$ cat src/rtl/uart_apb_master.sv
// UART-to-APB debug bridge: framed commands on rx_i drive one APB transfer each; status/read data return on tx_o.
// Optional inter-byte timeout: define UART_APB_MASTER_TIMEOUT_EN.
module uart_apb_master #(
  parameter int APB_ADDR_WIDTH = 12,
  parameter int CLKS_PER_BIT   = 868,
  parameter int TIMEOUT_BITS   = 40
) (
  input  logic                      CLK,
  input  logic                      RSTN,
  input  logic                      rx_i,
  output logic                      tx_o,
  output logic [APB_ADDR_WIDTH-1:0] PADDR,
  output logic [31:0]               PWDATA,
  output logic                      PWRITE,
  output logic                      PSEL,
  output logic                      PENABLE,
  input  logic [31:0]               PRDATA,
  input  logic                      PREADY,
  input  logic                      PSLVERR,
  output logic                      busy_o
);

  localparam int CW = $clog2(CLKS_PER_BIT);
  localparam logic [CW-1:0] BIT_LAST  = CW'(CLKS_PER_BIT - 1);
  localparam logic [CW-1:0] HALF_LAST = CW'(CLKS_PER_BIT / 2 - 1);
  localparam logic [CW-1:0] CNT_ONE   = CW'(1);
  localparam logic [7:0] CMD_WRITE   = 8'h57;
  localparam logic [7:0] CMD_READ    = 8'h52;
  localparam logic [7:0] RSP_OK      = 8'h4B;
  localparam logic [7:0] RSP_ERR     = 8'h45;
  localparam logic [7:0] RSP_UNKNOWN = 8'h3F;

  if ((CLKS_PER_BIT < 4) || (TIMEOUT_BITS < 1) || (APB_ADDR_WIDTH < 1) || (APB_ADDR_WIDTH > 16)) begin : g_bad_params
    $error("uart_apb_master: illegal parameter value");
  end

  typedef enum logic [1:0] {RX_IDLE, RX_START, RX_DATA, RX_STOP} rx_state_e;
  typedef enum logic [1:0] {TX_IDLE, TX_START, TX_DATA, TX_STOP} tx_state_e;
  typedef enum logic [2:0] {C_IDLE, C_ADDR, C_DATA, C_SETUP, C_ACCESS, C_RESP} cmd_state_e;

  logic                rx_meta_q, rx_sync_q;
  rx_state_e           rx_state_q, rx_state_d;
  logic [CW-1:0]       rx_cnt_q, rx_cnt_d;
  logic [2:0]          rx_bit_q, rx_bit_d;
  logic [7:0]          rx_shift_q, rx_shift_d;
  logic                rx_valid_q, rx_valid_d, rx_ferr_q, rx_ferr_d;

  tx_state_e           tx_state_q, tx_state_d;
  logic [CW-1:0]       tx_cnt_q, tx_cnt_d;
  logic [2:0]          tx_bit_q, tx_bit_d;
  logic [7:0]          tx_shift_q, tx_shift_d;
  logic                tx_q, tx_d, tx_done_q, tx_done_d;
  logic                tx_start_q, tx_start_d;

  cmd_state_e          cmd_state_q, cmd_state_d;
  logic [1:0]          byte_cnt_q, byte_cnt_d;
  logic                is_write_q, is_write_d;
  logic [APB_ADDR_WIDTH-1:0] addr_sh_q, addr_sh_d, addr_next_s;
  logic [31:0]         data_sh_q, data_sh_d, data_next_s;
  logic [APB_ADDR_WIDTH-1:0] paddr_q, paddr_d;
  logic [31:0]         pwdata_q, pwdata_d;
  logic                pwrite_q, pwrite_d, psel_q, psel_d, penable_q, penable_d;
  logic [39:0]         resp_sh_q, resp_sh_d;
  logic [2:0]          resp_left_q, resp_left_d;
  logic                busy_q;
  logic                timeout_s;

  // Two-flop synchronizer, reset to line idle so reset release never looks like a start bit
  always_ff @(posedge CLK or negedge RSTN) begin
    if (!RSTN) begin
      rx_meta_q <= 1'b1;
      rx_sync_q <= 1'b1;
    end else begin
      rx_meta_q <= rx_i;
      rx_sync_q <= rx_meta_q;
    end
  end

  // RX framing: start re-checked at half bit, data and stop sampled at mid-bit
  always_comb begin
    rx_state_d = rx_state_q;
    rx_cnt_d   = rx_cnt_q;
    rx_bit_d   = rx_bit_q;
    rx_shift_d = rx_shift_q;
    rx_valid_d = 1'b0;
    rx_ferr_d  = 1'b0;
    case (rx_state_q)
      RX_IDLE: begin
        rx_cnt_d = '0;
        rx_bit_d = 3'd0;
        if (!rx_sync_q) rx_state_d = RX_START;
        else            rx_state_d = RX_IDLE;
      end
      RX_START: begin
        if (rx_cnt_q == HALF_LAST) begin
          rx_cnt_d = '0;
          if (!rx_sync_q) rx_state_d = RX_DATA;
          else            rx_state_d = RX_IDLE;
        end else begin
          rx_cnt_d = rx_cnt_q + CNT_ONE;
        end
      end
      RX_DATA: begin
        if (rx_cnt_q == BIT_LAST) begin
          rx_cnt_d   = '0;
          rx_shift_d = {rx_sync_q, rx_shift_q[7:1]};
          rx_bit_d   = rx_bit_q + 3'd1;
          if (rx_bit_q == 3'd7) rx_state_d = RX_STOP;
          else                  rx_state_d = RX_DATA;
        end else begin
          rx_cnt_d = rx_cnt_q + CNT_ONE;
        end
      end
      RX_STOP: begin
        if (rx_cnt_q == BIT_LAST) begin
          rx_cnt_d   = '0;
          rx_state_d = RX_IDLE;
          if (rx_sync_q) rx_valid_d = 1'b1;
          else           rx_ferr_d  = 1'b1;
        end else begin
          rx_cnt_d = rx_cnt_q + CNT_ONE;
        end
      end
      default: rx_state_d = RX_IDLE;
    endcase
  end

  // TX serializer; tx_q is the registered line driver
  always_comb begin
    tx_state_d = tx_state_q;
    tx_cnt_d   = tx_cnt_q;
    tx_bit_d   = tx_bit_q;
    tx_shift_d = tx_shift_q;
    tx_d       = tx_q;
    tx_done_d  = 1'b0;
    case (tx_state_q)
      TX_IDLE: begin
        tx_d     = 1'b1;
        tx_cnt_d = '0;
        tx_bit_d = 3'd0;
        if (tx_start_q) begin
          tx_shift_d = resp_sh_q[39:32];
          tx_d       = 1'b0;
          tx_state_d = TX_START;
        end else begin
          tx_state_d = TX_IDLE;
        end
      end
      TX_START: begin
        if (tx_cnt_q == BIT_LAST) begin
          tx_cnt_d   = '0;
          tx_d       = tx_shift_q[0];
          tx_state_d = TX_DATA;
        end else begin
          tx_cnt_d = tx_cnt_q + CNT_ONE;
        end
      end
      TX_DATA: begin
        if (tx_cnt_q == BIT_LAST) begin
          tx_cnt_d = '0;
          if (tx_bit_q == 3'd7) begin
            tx_d       = 1'b1;
            tx_state_d = TX_STOP;
          end else begin
            tx_bit_d   = tx_bit_q + 3'd1;
            tx_shift_d = {1'b0, tx_shift_q[7:1]};
            tx_d       = tx_shift_q[1];
          end
        end else begin
          tx_cnt_d = tx_cnt_q + CNT_ONE;
        end
      end
      TX_STOP: begin
        if (tx_cnt_q == BIT_LAST) begin
          tx_cnt_d   = '0;
          tx_done_d  = 1'b1;
          tx_state_d = TX_IDLE;
        end else begin
          tx_cnt_d = tx_cnt_q + CNT_ONE;
        end
      end
      default: tx_state_d = TX_IDLE;
    endcase
  end

`ifdef UART_APB_MASTER_TIMEOUT_EN
  localparam int TO_LIMIT = TIMEOUT_BITS * CLKS_PER_BIT;
  localparam int TW = $clog2(TO_LIMIT + 1);
  logic [TW-1:0] to_cnt_q, to_cnt_d;

  // Inter-byte silence counter, only running while a command is partially received
  always_comb begin
    if (rx_valid_q || !((cmd_state_q == C_ADDR) || (cmd_state_q == C_DATA))) begin
      to_cnt_d = '0;
    end else begin
      to_cnt_d = to_cnt_q + TW'(1);
    end
  end

  // Timeout counter register
  always_ff @(posedge CLK or negedge RSTN) begin
    if (!RSTN) to_cnt_q <= '0;
    else       to_cnt_q <= to_cnt_d;
  end

  assign timeout_s = (to_cnt_q == TW'(TO_LIMIT - 1)) && !rx_valid_q;
`else
  assign timeout_s = 1'b0;
`endif

  assign addr_next_s = APB_ADDR_WIDTH'({addr_sh_q, rx_shift_q});
  assign data_next_s = {data_sh_q[23:0], rx_shift_q};

  // Command FSM: collect bytes, run one APB transfer, stream the response
  always_comb begin
    cmd_state_d = cmd_state_q;
    byte_cnt_d  = byte_cnt_q;
    is_write_d  = is_write_q;
    addr_sh_d   = addr_sh_q;
    data_sh_d   = data_sh_q;
    paddr_d     = paddr_q;
    pwdata_d    = pwdata_q;
    pwrite_d    = pwrite_q;
    psel_d      = psel_q;
    penable_d   = penable_q;
    resp_sh_d   = resp_sh_q;
    resp_left_d = resp_left_q;
    tx_start_d  = 1'b0;
    case (cmd_state_q)
      C_IDLE: begin
        byte_cnt_d = 2'd0;
        if (rx_valid_q) begin
          if (rx_shift_q == CMD_WRITE) begin
            is_write_d  = 1'b1;
            cmd_state_d = C_ADDR;
          end else if (rx_shift_q == CMD_READ) begin
            is_write_d  = 1'b0;
            cmd_state_d = C_ADDR;
          end else begin
            resp_sh_d   = {RSP_UNKNOWN, 32'h0000_0000};
            resp_left_d = 3'd0;
            tx_start_d  = 1'b1;
            cmd_state_d = C_RESP;
          end
        end else begin
          cmd_state_d = C_IDLE;
        end
      end
      C_ADDR: begin
        if (rx_ferr_q || timeout_s) begin
          cmd_state_d = C_IDLE;
        end else if (rx_valid_q) begin
          addr_sh_d = addr_next_s;
          if (byte_cnt_q == 2'd1) begin
            byte_cnt_d = 2'd0;
            if (is_write_q) begin
              cmd_state_d = C_DATA;
            end else begin
              paddr_d     = addr_next_s;
              pwrite_d    = 1'b0;
              psel_d      = 1'b1;
              cmd_state_d = C_SETUP;
            end
          end else begin
            byte_cnt_d = byte_cnt_q + 2'd1;
          end
        end else begin
          cmd_state_d = C_ADDR;
        end
      end
      C_DATA: begin
        if (rx_ferr_q || timeout_s) begin
          cmd_state_d = C_IDLE;
        end else if (rx_valid_q) begin
          data_sh_d = data_next_s;
          if (byte_cnt_q == 2'd3) begin
            byte_cnt_d  = 2'd0;
            paddr_d     = addr_sh_q;
            pwdata_d    = data_next_s;
            pwrite_d    = 1'b1;
            psel_d      = 1'b1;
            cmd_state_d = C_SETUP;
          end else begin
            byte_cnt_d = byte_cnt_q + 2'd1;
          end
        end else begin
          cmd_state_d = C_DATA;
        end
      end
      C_SETUP: begin
        penable_d   = 1'b1;
        cmd_state_d = C_ACCESS;
      end
      C_ACCESS: begin
        if (PREADY) begin
          psel_d      = 1'b0;
          penable_d   = 1'b0;
          resp_sh_d   = {(PSLVERR ? RSP_ERR : RSP_OK), (is_write_q ? 32'h0000_0000 : PRDATA)};
          resp_left_d = is_write_q ? 3'd0 : 3'd4;
          tx_start_d  = 1'b1;
          cmd_state_d = C_RESP;
        end else begin
          cmd_state_d = C_ACCESS;
        end
      end
      C_RESP: begin
        if (tx_done_q) begin
          if (resp_left_q == 3'd0) begin
            cmd_state_d = C_IDLE;
          end else begin
            resp_left_d = resp_left_q - 3'd1;
            resp_sh_d   = {resp_sh_q[31:0], 8'h00};
            tx_start_d  = 1'b1;
          end
        end else begin
          cmd_state_d = C_RESP;
        end
      end
      default: cmd_state_d = C_IDLE;
    endcase
  end

  // State and output registers for all three engines
  always_ff @(posedge CLK or negedge RSTN) begin
    if (!RSTN) begin
      rx_state_q  <= RX_IDLE;
      rx_cnt_q    <= '0;
      rx_bit_q    <= 3'd0;
      rx_shift_q  <= 8'h00;
      rx_valid_q  <= 1'b0;
      rx_ferr_q   <= 1'b0;
      tx_state_q  <= TX_IDLE;
      tx_cnt_q    <= '0;
      tx_bit_q    <= 3'd0;
      tx_shift_q  <= 8'h00;
      tx_q        <= 1'b1;
      tx_done_q   <= 1'b0;
      tx_start_q  <= 1'b0;
      cmd_state_q <= C_IDLE;
      byte_cnt_q  <= 2'd0;
      is_write_q  <= 1'b0;
      addr_sh_q   <= '0;
      data_sh_q   <= 32'h0000_0000;
      paddr_q     <= '0;
      pwdata_q    <= 32'h0000_0000;
      pwrite_q    <= 1'b0;
      psel_q      <= 1'b0;
      penable_q   <= 1'b0;
      resp_sh_q   <= 40'h00_0000_0000;
      resp_left_q <= 3'd0;
      busy_q      <= 1'b0;
    end else begin
      rx_state_q  <= rx_state_d;
      rx_cnt_q    <= rx_cnt_d;
      rx_bit_q    <= rx_bit_d;
      rx_shift_q  <= rx_shift_d;
      rx_valid_q  <= rx_valid_d;
      rx_ferr_q   <= rx_ferr_d;
      tx_state_q  <= tx_state_d;
      tx_cnt_q    <= tx_cnt_d;
      tx_bit_q    <= tx_bit_d;
      tx_shift_q  <= tx_shift_d;
      tx_q        <= tx_d;
      tx_done_q   <= tx_done_d;
      tx_start_q  <= tx_start_d;
      cmd_state_q <= cmd_state_d;
      byte_cnt_q  <= byte_cnt_d;
      is_write_q  <= is_write_d;
      addr_sh_q   <= addr_sh_d;
      data_sh_q   <= data_sh_d;
      paddr_q     <= paddr_d;
      pwdata_q    <= pwdata_d;
      pwrite_q    <= pwrite_d;
      psel_q      <= psel_d;
      penable_q   <= penable_d;
      resp_sh_q   <= resp_sh_d;
      resp_left_q <= resp_left_d;
      busy_q      <= (cmd_state_d != C_IDLE);
    end
  end

  assign tx_o    = tx_q;
  assign PADDR   = paddr_q;
  assign PWDATA  = pwdata_q;
  assign PWRITE  = pwrite_q;
  assign PSEL    = psel_q;
  assign PENABLE = penable_q;
  assign busy_o  = busy_q;

endmodule
$ cat config.mk
export PLATFORM = sky130hd
export DESIGN_NAME = uart_apb_master
export DESIGN_NICKNAME = d
export VERILOG_FILES = /design/src/rtl/uart_apb_master.sv
export SDC_FILE = /design/constraint.sdc
export NUM_CORES = 1
export LEC_CHECK = 0
export CAP_MARGIN = 20
export CORE_AREA = 3 3 162 164
export CTS_CLUSTER_DIAMETER = 40
export DETAILED_ROUTE_END_ITERATION = 12
export DIE_AREA = 0 0 165 167
export GPL_ROUTABILITY_DRIVEN = 0
export HOLD_SLACK_MARGIN = 0.08
export SYNTH_ARGS = -nofsm -noshare
export SYNTH_HDL_FRONTEND = slang
export SYNTH_SLANG_ARGS = --single-unit
export TNS_END_PERCENT = 30
$ cat constraint.sdc
create_clock -name CLK -period 4.31 [get_ports CLK]
set_clock_uncertainty 0.1 [all_clocks]
set_input_delay 0.431 -clock CLK [delete_from_list [all_inputs] [get_ports CLK]]
set_output_delay 0.431 -clock CLK [all_outputs]
set_load 0.005 [all_outputs]
==> flow_metrics.tcl <==
set metrics [dict create \
    run_status "complete, no violations" \
    timing.critical_path.from_type "register" \
    worst_hold_path.endpoint "rx_sync_q" \
    syn-cell-area_um2 8450 \
    crit_path_top_delay_cell "sky130_fd_sc_hd__nand2_2" \
    max_slew.worst_pin.slew_ps 1110 \
    netlist-cell-type-count 70 \
    drive_gt1_share_pct 23.2 \
    reg2reg_depth 5 \
    holdCritPathClass "reg -> reg" \
    tns_ps 0 \
    detailedPlacementHpwl_mm 10.6 \
    area_growth_syn_to_layout_pct 21.0 \
    worst_path_arrival_ps 3060 \
    synthCells 659 \
    cellPowerDensity_nw_per_um2 331 \
    clk_pin_slew_ps 70 \
    drt-initial-drc-count 339 \
    cts_post_setup_buffers_inserted 0 \
    ctsHtreeMaxLevel 4 \
    critPathTopFamily "simple AND/OR/NAND/NOR gates" \
    cts_inserted_buffers 17 \
    wl_per_cell_um 14.8 \
    critical_path.endpoint_type "register" \
    rows 58 \
    design.core.area_um2 25000 \
    setup_repair_after_global_routing_missed_its_margin "false" \
    leakagePower_uw 0.00476 \
    timing.final.crit_share_pct 66.1 \
    vdd_ir_drop_max_mv 0.177 \
    wirelength_mm 16.0 \
    timing.critical_path.buf_inv 1 \
    grt_first_pass_wirelength_mm 27.3 \
    grt_antenna_before_repair 0 \
    synth-edff-count 0 \
    post-layout-total-power_uw 3390 \
    regToRegSetupSlack_ps 1460 \
    setup_viol_count_final 0 \
    report.final.slew_viol_count 0 \
    first_global_vias 5186 \
    floorplan.die_area_um2 27600 \
    clk_latency_ps 430 \
    synth_async_sr_flop_share_pct 100 \
    ctsHoldBuffers 1 \
    dr.pass1.iters 7 \
    maxCapViolCount 0 \
    finalHoldViolations 0 \
    layout_min_cycle_time_ps 2850 \
    relSlewSlack_pct 26.0 \
    worstPathCellList "and3b_1, buf_4, a31oi_1, nand2_2, mux2_2" \
    grt_util_all_layers_pct 12.2 \
    ys_ff_latch 186 \
    largest_fanout_on_the_critical_path 44 \
    post_synthesis_sequential_area_ratio_pct 55.2 \
    port_buffers 85 \
    critPathKind "reg -> reg" \
    vias_per_cell 4.76 \
    route.detailed.drc 0 \
    layout.nets 792 \
    clkSinkCount 186 \
    cts_resized 0 \
    diodes 0 \
    critical_r2r_capture "resp_sh_q[30]" \
    synth_net_count 712 \
    antenna_violating_nets_post_route 0 \
    max_freq_mhz 351 \
    cts_max_path_buffers 2 \
    clk_root_buffer_cell "sky130_fd_sc_hd__clkbuf_16" \
    postSynthAreaPerCell_um2 12.8 \
    critical_path_required_ps 4520 \
    synth_top_flop_cell "sky130_fd_sc_hd__dfrtp_1" \
    max_stage_delay_ps 830 \
    io-pin-count 86 \
    rr_startpoint "cmd_state_q[0]" \
    synth.yosys.warnings 0 \
    starting_density_of_the_core_pct 33.7 \
    width_of_the_die_um 165 \
    globalRouteOverflowTotal 0 \
    dr_total_vias 5141 \
    tritoncts "yes" \
    grt_max_degree 91 \
    hold_path_startpoint "rx_meta_q" \
    hold-path-cell-count 0 \
    floorplan.die.height_um 167 \
]
## where the power goes
part	total (uW)	switching, uW	internal, uW
combinational	71.9	40.7	31.2
sequential	1750	1.31	1750
clock	1570	728	840
## layer usage
layer	wire, um	GRT usage [%]	vias up
li1	-	-	2494
met1	7880	17.3	2561
met2	7480	18.7	76
met3	474	2.51	10
met4	208	3.90	0
met5	0	0	-
## worst max-delay path by stage
stage / start / to / slack (ps) / cells past startpoint
finish: cmd_state_q[0] / resp_sh_q[30] / 1460 / 5
global route: cmd_state_q[1] / resp_sh_q[35] / 1300 / 5
CTS: cmd_state_q[0] / resp_sh_q[17] / 1470 / 5
detailed placement: PREADY / resp_sh_q[31] / 1460 / 5
global placement: PREADY / resp_sh_q[31] / 1470 / 5
floorplan: cmd_state_q[2] / data_sh_q[10] / 2340 / 7
## worst reg2reg max path, stage by stage, from the launching register on
cell	delay, ps
sky130_fd_sc_hd__dfrtp_1	650
sky130_fd_sc_hd__and3b_1	230
sky130_fd_sc_hd__buf_4	310
sky130_fd_sc_hd__a31oi_1	180
sky130_fd_sc_hd__nand2_2	830
sky130_fd_sc_hd__mux2_2	440
## synth_stat cells (2+ instances only)
cell                          n  area share (%)
sky130_fd_sc_hd__a211oi_1     2            0.18
sky130_fd_sc_hd__a21o_1       3            0.27
sky130_fd_sc_hd__a21oi_1      5            0.30
sky130_fd_sc_hd__a22o_1      24             2.5
sky130_fd_sc_hd__a22oi_1      2            0.18
sky130_fd_sc_hd__a2bb2oi_1    4            0.41
sky130_fd_sc_hd__and2_1       2            0.15
sky130_fd_sc_hd__and3_1       3            0.22
sky130_fd_sc_hd__and3b_1      2            0.21
sky130_fd_sc_hd__and4_1       3            0.31
sky130_fd_sc_hd__buf_2       12            0.71
sky130_fd_sc_hd__buf_4        3            0.27
sky130_fd_sc_hd__buf_6        3            0.40
sky130_fd_sc_hd__clkbuf_1    16            0.71
sky130_fd_sc_hd__dfrtp_1    183              54
sky130_fd_sc_hd__dfstp_2      3            0.93
sky130_fd_sc_hd__ha_1        16             2.4
sky130_fd_sc_hd__inv_1       30             1.3
sky130_fd_sc_hd__mux2_1       5            0.67
sky130_fd_sc_hd__mux2_2      93              12
sky130_fd_sc_hd__mux2_4      20             3.6
sky130_fd_sc_hd__mux2i_1     31             3.7
sky130_fd_sc_hd__nand2_1     42             1.9
sky130_fd_sc_hd__nand2b_1     5            0.37
sky130_fd_sc_hd__nand3_1     10            0.59
sky130_fd_sc_hd__nand4_1      6            0.44
sky130_fd_sc_hd__nand4b_1     2            0.21
sky130_fd_sc_hd__nand4bb_1    2            0.27
sky130_fd_sc_hd__nor2_1      33             1.5
sky130_fd_sc_hd__nor2b_1      4            0.30
sky130_fd_sc_hd__nor3_1       2            0.12
sky130_fd_sc_hd__nor3_4       2            0.39
sky130_fd_sc_hd__nor3b_1      3            0.27
sky130_fd_sc_hd__nor4_1       2            0.15
sky130_fd_sc_hd__o211ai_1     2            0.18
sky130_fd_sc_hd__o21a_1       3            0.27
sky130_fd_sc_hd__o21ai_0     26             1.5
sky130_fd_sc_hd__o21bai_1     2            0.18
sky130_fd_sc_hd__xnor2_1      7            0.73
sky130_fd_sc_hd__xor2_1      11             1.1
## sequential cells by signal (all words and copies together), names as in the netlist, 2 cells and up, named ones only
name,flops
rx_shift_q,8
tx_bit_q,3
byte_cnt_q,2
PADDR,12
tx_cnt_q,10
tx_shift_q,8
addr_sh_q,12
cmd_state_q,3
tx_state_q,2
PWDATA,32
resp_left_q,3
resp_sh_q,40
data_sh_q,24
rx_bit_q,3
rx_cnt_q,10
## placed cells by master, fill, tap and decap left out, drive strengths merged, types with 4 or more instances in the layout
master	netlist	layout
nor2b	4	4
a22o	24	24
clkdlybuf4s50	0	84
buf	18	9
nand4	6	6
nand3	10	10
clkbuf	16	19
mux2	118	118
and3	4	4
dfrtp	183	183
mux2i	31	31
o21ai	28	28
nor2	33	33
nand2b	5	5
a2bb2oi	5	5
a21oi	5	5
nor3	4	4
inv	30	37
xnor2	7	7
nand2	43	43
xor2	11	11
ha	16	16
## area by class of cell
cell class	instances	area [um2]
Timing Repair Buffer	95	940
Fill cell	2375	14800
Inverter	30	113
Tap cell	330	413
Clock buffer	18	439
Clock inverter	13	153
Sequential cell	186	4660
Multi-Input combinational cell	409	3500
## stage by stage
step	setup slack (ps)	util, %	hold WS (ps)	area (um2)	std cells
floorplan	2340	-	35.4	8450	659
global placement	1470	38.3	247	9600	1048
detailed placement	1460	38.3	247	9600	1048
CTS	1470	40.7	257	10200	1080
global route	1300	40.8	267	10200	1081
finish	1460	40.8	257	10200	1081
## logic make-up (layout without fill, tap and decap cells)
family,count (synthesis),count (layout),synth area share [%]
flops,186,186,55.2
mux,149,149,20.3
simple gates,141,141,9.47
compound gates,84,84,7.30
buf+inv,64,156,3.42
xor+xnor,18,18,1.87
fa+ha+maj,17,17,2.49
Power figures use the tool's default switching activity.
